$ cat src/rtl/tpu_acc_pkg.sv
// Shared constants for the accumulator pass controller: FSM encoding,
// pass-count derivation and counter-width helpers.
package tpu_acc_pkg;

    localparam logic [2:0] S_IDLE    = 3'd0;
    localparam logic [2:0] S_PRELOAD = 3'd1;
    localparam logic [2:0] S_ISSUE   = 3'd2;
    localparam logic [2:0] S_STREAM  = 3'd3;
    localparam logic [2:0] S_DONE    = 3'd4;

    localparam int PERF_W = 32;

    function automatic int calc_num_pass(input int rows, input int pe);
        return rows / pe;
    endfunction

    // Index width that never collapses to zero bits for a single pass.
    function automatic int idx_w(input int n);
        return (n > 1) ? $clog2(n) : 1;
    endfunction

    // Width able to hold the value 'limit' itself (counters saturate there).
    function automatic int cnt_w(input int limit);
        return (limit > 0) ? $clog2(limit + 1) : 1;
    endfunction

endpackage

$ cat src/rtl/acc_beat_cnt.sv
// Saturating psum beat counter: clear has priority, counts up to LIMIT and holds.
module acc_beat_cnt
    import tpu_acc_pkg::*;
#(
    parameter int LIMIT = 70,
    parameter int W     = cnt_w(LIMIT)
) (
    input  logic clk,
    input  logic rst,
    input  logic clr,
    input  logic en,
    output logic at_lim
);

    logic [W-1:0] cnt;

    assign at_lim = (cnt == W'(LIMIT));

    always_ff @(posedge clk) begin
        if (rst || clr)
            cnt <= '0;
        else if (en && !at_lim)
            cnt <= cnt + 1'b1;
    end

endmodule

$ cat src/rtl/acc_ctrl.sv
// Accumulator pass controller: sequences NUM_PASS systolic-array passes per tile.
// Optional perf counters are built when ACC_CTRL_PERF_EN is defined.
module acc_ctrl
    import tpu_acc_pkg::*;
#(
    parameter  int PE_SIZE        = 14,
    parameter  int WEIGHT_ROW_NUM = 294,
    parameter  int WEIGHT_COL_NUM = 70,
    parameter  int PRELOAD_CYC    = 5,
    localparam int NUM_PASS       = calc_num_pass(WEIGHT_ROW_NUM, PE_SIZE),
    localparam int PASS_W         = idx_w(NUM_PASS)
) (
    input  logic               clk,
    input  logic               rst,
    input  logic               start_i,
    input  logic [PE_SIZE-1:0] psum_en_row_i,
    input  logic               ofmap_ready_i,
    output logic               sa_start_o,
    output logic               acc_first_o,
    output logic               acc_last_o,
    output logic [PASS_W-1:0]  pass_idx_o,
    output logic               busy_o,
    output logic               done_o,
    output logic               err_o
`ifdef ACC_CTRL_PERF_EN
    ,
    output logic [PERF_W-1:0]  perf_busy_o,
    output logic [PERF_W-1:0]  perf_stall_o
`endif
);

    localparam int PRE_W = cnt_w(PRELOAD_CYC);

    logic [2:0]       state, state_n;
    logic [PRE_W-1:0] pre_cnt;
    logic             pre_done;
    logic             last_pass;
    logic             in_pass;
    logic             cnt_clr;
    logic             lead_en, trail_en;
    logic             lead_at_lim, trail_at_lim;
    logic             pass_end;
    logic             err_set;

    assign pre_done  = (PRELOAD_CYC <= 1) || (pre_cnt == PRE_W'(PRELOAD_CYC - 1));
    assign last_pass = (pass_idx_o == PASS_W'(NUM_PASS - 1));
    assign in_pass   = (state == S_ISSUE) || (state == S_STREAM);
    assign cnt_clr   = (state == S_PRELOAD) && pre_done;
    assign lead_en   = in_pass && psum_en_row_i[PE_SIZE-1];
    assign trail_en  = in_pass && psum_en_row_i[0];
    assign pass_end  = (state == S_STREAM) && trail_at_lim;

    assign busy_o = (state != S_IDLE);
    assign done_o = (state == S_DONE);

    // Psum activity outside a pass, or a lead beat beyond the column count.
    assign err_set = (((state == S_IDLE) || (state == S_PRELOAD)) && (|psum_en_row_i))
                   || (psum_en_row_i[PE_SIZE-1] && lead_at_lim);

    acc_beat_cnt #(.LIMIT(WEIGHT_COL_NUM)) u_lead (
        .clk    (clk),
        .rst    (rst),
        .clr    (cnt_clr),
        .en     (lead_en),
        .at_lim (lead_at_lim)
    );

    acc_beat_cnt #(.LIMIT(WEIGHT_COL_NUM)) u_trail (
        .clk    (clk),
        .rst    (rst),
        .clr    (cnt_clr),
        .en     (trail_en),
        .at_lim (trail_at_lim)
    );

    always_comb begin
        state_n    = state;
        sa_start_o = 1'b0;
        case (state)
            S_IDLE:    if (start_i) state_n = S_PRELOAD;
            S_PRELOAD: if (pre_done) state_n = S_ISSUE;
            // The final pass waits for room in the ofmap buffer before kicking the SA.
            S_ISSUE: begin
                if (!last_pass || ofmap_ready_i) begin
                    sa_start_o = 1'b1;
                    state_n    = S_STREAM;
                end
            end
            S_STREAM:  if (trail_at_lim) state_n = last_pass ? S_DONE : S_PRELOAD;
            S_DONE:    state_n = S_IDLE;
            default:   state_n = S_IDLE;
        endcase
    end

    always_ff @(posedge clk) begin
        if (rst) begin
            state       <= S_IDLE;
            pre_cnt     <= '0;
            pass_idx_o  <= '0;
            acc_first_o <= 1'b0;
            acc_last_o  <= 1'b0;
            err_o       <= 1'b0;
        end else begin
            state <= state_n;

            if ((state == S_PRELOAD) && !pre_done)
                pre_cnt <= pre_cnt + 1'b1;
            else
                pre_cnt <= '0;

            if ((state == S_IDLE) && start_i)
                pass_idx_o <= '0;
            else if (pass_end && !last_pass)
                pass_idx_o <= pass_idx_o + 1'b1;
            else if (state == S_DONE)
                pass_idx_o <= '0;

            // Pass flags latch on ISSUE entry and hold until the pass drains.
            if (cnt_clr) begin
                acc_first_o <= (pass_idx_o == '0);
                acc_last_o  <= last_pass;
            end else if (pass_end) begin
                acc_first_o <= 1'b0;
                acc_last_o  <= 1'b0;
            end

            if (err_set)
                err_o <= 1'b1;
        end
    end

`ifdef ACC_CTRL_PERF_EN
    always_ff @(posedge clk) begin
        if (rst || ((state == S_IDLE) && start_i)) begin
            perf_busy_o  <= '0;
            perf_stall_o <= '0;
        end else begin
            if (busy_o)
                perf_busy_o <= perf_busy_o + 1'b1;
            if ((state == S_ISSUE) && last_pass && !ofmap_ready_i)
                perf_stall_o <= perf_stall_o + 1'b1;
        end
    end
`endif

endmodule
$ cat config.mk
export PLATFORM = sky130hd
export DESIGN_NAME = acc_ctrl
export DESIGN_NICKNAME = d
export VERILOG_FILES = /design/src/rtl/tpu_acc_pkg.sv /design/src/rtl/acc_beat_cnt.sv /design/src/rtl/acc_ctrl.sv
export SDC_FILE = /design/constraint.sdc
export NUM_CORES = 1
export LEC_CHECK = 0
export ABC_AREA = 1
export BUFFER_PORTS_ARGS = -buffer_cell sky130_fd_sc_hd__clkbuf_2
export CAP_MARGIN = 15
export CORE_MARGIN = 2
export CORE_UTILIZATION = 30
export CTS_BUF_LIST = sky130_fd_sc_hd__clkbuf_8
export DETAILED_ROUTE_END_ITERATION = 7
export HOLD_SLACK_MARGIN = 0.15
export SYNTH_ARGS = -nofsm -noshare
export SYNTH_HDL_FRONTEND = slang
export SYNTH_SLANG_ARGS = --single-unit
$ cat constraint.sdc
create_clock -name clk -period 1.7 [get_ports clk]
set_input_delay 0 -clock clk [delete_from_list [all_inputs] [get_ports clk]]
set_output_delay 0 -clock clk [all_outputs]
set_load 0.02 [all_outputs]
# Word level (Yosys, flattened, before mapping)
# Cells that the tools add are included.
# op_classes
muxes	13
addsub	4
n_bitwise	1
eq_ne	12
reduce_logical	29
# op_table
op	n
$mux 3	5
$add 7x1->7 const B	2
$eq 7x7->1 const B	2
$reduce_or 14->1	1
$pmux 3 s4	1
$logic_and 1x1->1	11
$mux 5	2
$eq 3x2->1 const B	2
$eq 3x3->1 const B	2
$ne 2x2->1 const B	3
$add 5x1->5 const B	1
$eq 5x5->1 const B	1
$logic_not 5->1	1
$logic_or 1x1->1	5
$mux 1	5
$logic_not 1->1	4
$reduce_and 4->1	1
$reduce_bool 2->1	2
$reduce_or 2->1	2
$add 3x1->3 const B	1
$eq 3x1->1 const B	1
$logic_not 3->1	1
$reduce_bool 3->1	1
$ne 2x1->1 const B	1
$not 1->1	1
# word_totals
ff_bits	28
word_cells	67
input_bits	18
out_inout_bits	11

# Logic depth before layout (Yosys ltp)
# logic_depth
word_depth	5
mapped_depth	10
ltp_nobuf	10

# By module
# A second synthesis with hierarchy kept.
# hier_totals
hier_cells	253
hier_area_um2	1685.4
# modules_own_cells
mod	instances	area_each_um2	cells_each
acc_beat_cnt	2	425.4	62
acc_ctrl	1	834.6	129

# Worst setup path before layout
# No wires, ideal clock.
# synth_path
path_kind	register to register
from	register pass_idx_o[0]
to	register pass_idx_o[4]
setup_slack_ns	0.241
arrival_time_ns	1.388
stages_incl_launch_ff	10
path_cell_list	dfxtp_1 inv_1 ha_1 nand2_1 nor2_4 nor2_1 nand2_2 clkinv_2 nand2_1 a21oi_1
# synth_via
elab_chain_len	4
word_cells_on_any_way	6
classes_between	add/sub: 1; eq/ne: 1; mux: 1; reduce/logical: 3
# synth_lines
element	line_no	rtl
from (decl)	acc_ctrl.sv:21	output logic [PASS_W-1:0] pass_idx_o,
from (signal assigned)	acc_ctrl.sv:114	pass_idx_o <= pass_idx_o + 1'b1;
branches (longest 4 deep; another with $add 5x1->5)	--	
# Several ways; the timed one is not identified.
# A chain may end at the register's enable or synchronous reset.

# Final worst setup path
# layout_path
from	register pass_idx_o[0]
to	output port sa_start_o
# layout_via
elab_chain_len	5
# layout_lines
element	line_no	rtl
$eq 5x5->1	acc_ctrl.sv:46	assign last_pass = (pass_idx_o == PASS_W'(NUM_PASS - 1));
$logic_not 1->1	acc_ctrl.sv:84	if (!last_pass || ofmap_ready_i) begin
$logic_or 1x1->1	acc_ctrl.sv:84	
$mux 1	acc_ctrl.sv:84	
$mux 1	acc_ctrl.sv:79	case (state)
to (decl)	acc_ctrl.sv:18	output logic sa_start_o,
# Every way passes these cells.

==> summary.txt <==
STA
  • Post-route clock skew: 6.954 ps
  • Worst hold margin: 147.6 ps
  • Fmax: 0.6657 GHz
  • Number of max-slew violations in the final report: 0
  • Minimum clock period after layout: 1502 ps
  • Setup violation total in the final timing report: 0
  • Worst slew margin: 81.97%
  • Hold Vio Cnt, Final: 0
  • Period utilization: 88.37%
  • Actual transition at the worst max-transition pin: 268.3 ps
  • RSZ-0062 raised after global routing: false
  • Total negative slack: 0 ps

Die
  • Num ports: 29
  • Row count: 26
  • Die area: 6058 um2
  • Starting density of the core: 31.62%
  • Die Y-Extent: 77.83 um
  • Core ar.: 5172 um2
  • Die extent in x: 77.83 um

Worst hold path
  • Worst hold path endpoint: err_o
  • Startpoint of the most critical hold path: psum_en_row_i[1]
  • Worst hold path type: in2reg
  • Number of cells on the worst hold path: 5

GRT
  • Combined global-route utilization of all metal layers: 11.91%
  • Overflow left after global routing: 0
  • Wire length of the first global-routing pass: 5.920 mm
  • Initial antenna violation count: 0
  • Pin count of the biggest net entering global routing: 16
  • Via count of the first global-routing pass: 1,379

Clock network
  • Clock-pin slew of the registers on the worst-case setup and hold paths: 100 ps
  • CTS H-Tree Depth: 1
  • CTS tree: built
  • Maximum number of buffers from clock root to sink: 2
  • Clock sink count: 28
  • Root Buffer: clkbuf_8
  • Worst skew pair latency: 280 ps
  • CTS buffer count: 3

Synthesis
  • Number of warnings issued by yosys: 0
  • Prevailing post-synth register cell: dfxtp_1
  • Most common cell in the netlist: nand2_1
  • Mapped Cells: 239
  • Number of nets in the synthesized netlist: 265
  • Dominant cell type by area after synthesis: dfxtp_1
  • Mapped Avg Cell Area: 6.842 um2
  • Async set-reset flop share out of synthesis: 0%
  • Register bit count reported by yosys: 28
  • Yosys cell types: 25
  • Mapped cell area: 1635 um2
  • Commonest cells post-synth: nand2_1, inv_1, nor2_1, dfxtp_1, a21oi_1
  • Number of synthesized flops with an enable pin: 0
  • Top cells by area in the synthesized netlist: dfxtp_1, nand2_1, inv_1
  • Share of synthesized area occupied by flip-flops and latches: 34.28%
  • Synth top area share: 34.28%

Setup path
  • Startpoint kind of the worst setup timing path: flop
  • Setup slack on the worst flop-to-flop path: 210 ps
  • Cells on worst reg2reg path: 10
  • Type of the worst setup path: reg2out
  • Critical Path Fanout Max: 5
  • Reg-to-Reg Start: u_trail.cnt[0]
  • Critical path required time: 1700 ps
  • Endpoint of the worst-slack reg-to-reg timing path: pass_idx_o[2]
  • Crit path DAT: 1500 ps
  • Element type at the critical path end: primary output

Placed design
  • PortBufs: 28
  • RD Place Congestion: 0.7984
  • Detailed placement HPWL: 2.541 mm

Layout
  • Nets@finish: 308
  • Share of final-layout standard cells stronger than drive strength 1: 17.44%
  • Post-route core utilization: 38.99%
  • Antenna diode count: 0
  • Area growth, synth to finish: 23.34%

Drt
  • First-pass DRT Iterations: 4
  • Vias post-DR: 1,505
  • Initial drt markers: 73
  • Met1 Routed Length: 1.689 mm
  • Final antenna-violating net count: 0
  • Routed length on met3: 144 um
  • Top layer reached by signal wires: met4
  • Wire length per cell after detailed routing: 9.792 um
  • Detail Route met2 WL: 1.591 mm
  • Detailed-route vias per instance: 4.288
  • Final wirelength: 3.437 mm
  • Residual DRC: 0

Pwr
  • Largest vdd supply drop: 0.6167 mV
  • Pwr Density: 854.5 nW/um2
  • Leakage power summed over all cells: 0.9285 nW

Run
  • Reported max-cap violation count: 0

Run status
  • Result of the run: finished clean
==> cell usage in the layout, fill, tap and decap left out, types with 5 or more instances in the layout <==
cell type      Yosys  layout
nand2_1           61      61
inv_1             35      35
nor2_1            32      32
clkbuf_2           0      28
dfxtp_1           28      27
a21oi_1           19      19
nand3_1           17      17
dlygate4sd3_1      0       9
ha_1               8       8
xor2_1             5       5
nand4_1            5       5
==> where the power goes <==
part           total [mW]  internal (mW)  switching, mW
clock network       0.424          0.208          0.216
registers           0.757          0.704         0.0526
logic               0.543          0.189          0.354
==> sequential cells by signal, summed over array words and instances, names as in the netlist <==
name,flops
u_lead.cnt,7
state,3
acc_first_o,1
err_o,1
pass_idx_o,5
acc_last_o,1
u_trail.cnt,7
pre_cnt,3
==> routing by layer <==
layer / GRT usage [%] / vias up
li1: - / 840
met1: 14.98 / 636
met2: 20.69 / 27
met3: 2.907 / 2
met4: 2.143 / 0
met5: 0 / -
==> worst max path at each step <==
stage	slack (ps)	from	to
4_1_cts	150	pass_idx_o[0]	sa_start_o
3_5_place_dp	240	pass_idx_o[0]	pass_idx_o[2]
3_3_place_gp	240	pass_idx_o[0]	pass_idx_o[1]
2_1_floorplan	240	pass_idx_o[0]	pass_idx_o[4]
5_1_grt	40	pass_idx_o[0]	sa_start_o
6_report	200	pass_idx_o[0]	sa_start_o
==> area by class of cell <==
cell class                 count  area (um2)
fill                         567        3156
multi-input combinational    172       925.9
sequential                    28       561.8
timing repair buffer          38       237.7
inverter                      39       148.9
tap                           70       87.58
clock buffer                   4       55.05
==> through the flow <==
| stage | worst slack [ps] | total power, mW | area (um2) | instances |
|---|---|---|---|---|
| 6_report | 197.8 | 1.724 | 2017 | 351 |
| 5_1_grt | 38.90 | 1.852 | 2017 | 351 |
| 4_1_cts | 147.4 | 1.754 | 2016 | 351 |
| 3_5_place_dp | 237.6 | 1.299 | 1871 | 338 |
| 3_3_place_gp | 235.5 | 1.295 | 1871 | 338 |
| 2_1_floorplan | 240.7 | 1.156 | 1635 | 239 |
==> worst max-delay path, cell delays in order, from the launching register on <==
cell      delay, ps
dfxtp_2         350
inv_1            70
ha_1            140
nand2_1          90
nor2_4          150
inv_1            70
o21ai_0         140
inv_1            50
clkbuf_2        150
==> kinds of logic after synthesis <==
| kind of cell | after synthesis | synth area share (%) |
|---|---|---|
| AND/OR/NAND/NOR | 130 | 37.64 |
| buffers and inverters | 39 | 9.105 |
| AO/OA/AOI/OAI | 25 | 8.034 |
| flip-flops | 28 | 34.28 |
| adder cells (fa/ha/maj) | 8 | 6.121 |
| XOR/XNOR | 9 | 4.820 |
==> timing repair <==
action                                  in CTS  in global routing
hold buffers                                 9                  0
hold endpoints to repair                    10                  0
buffers inserted                             0                  0
gates resized for setup                      0                  1
endpoints found under the setup margin       0                  1
No activity file was read; power rests on OpenSTA's default activity.
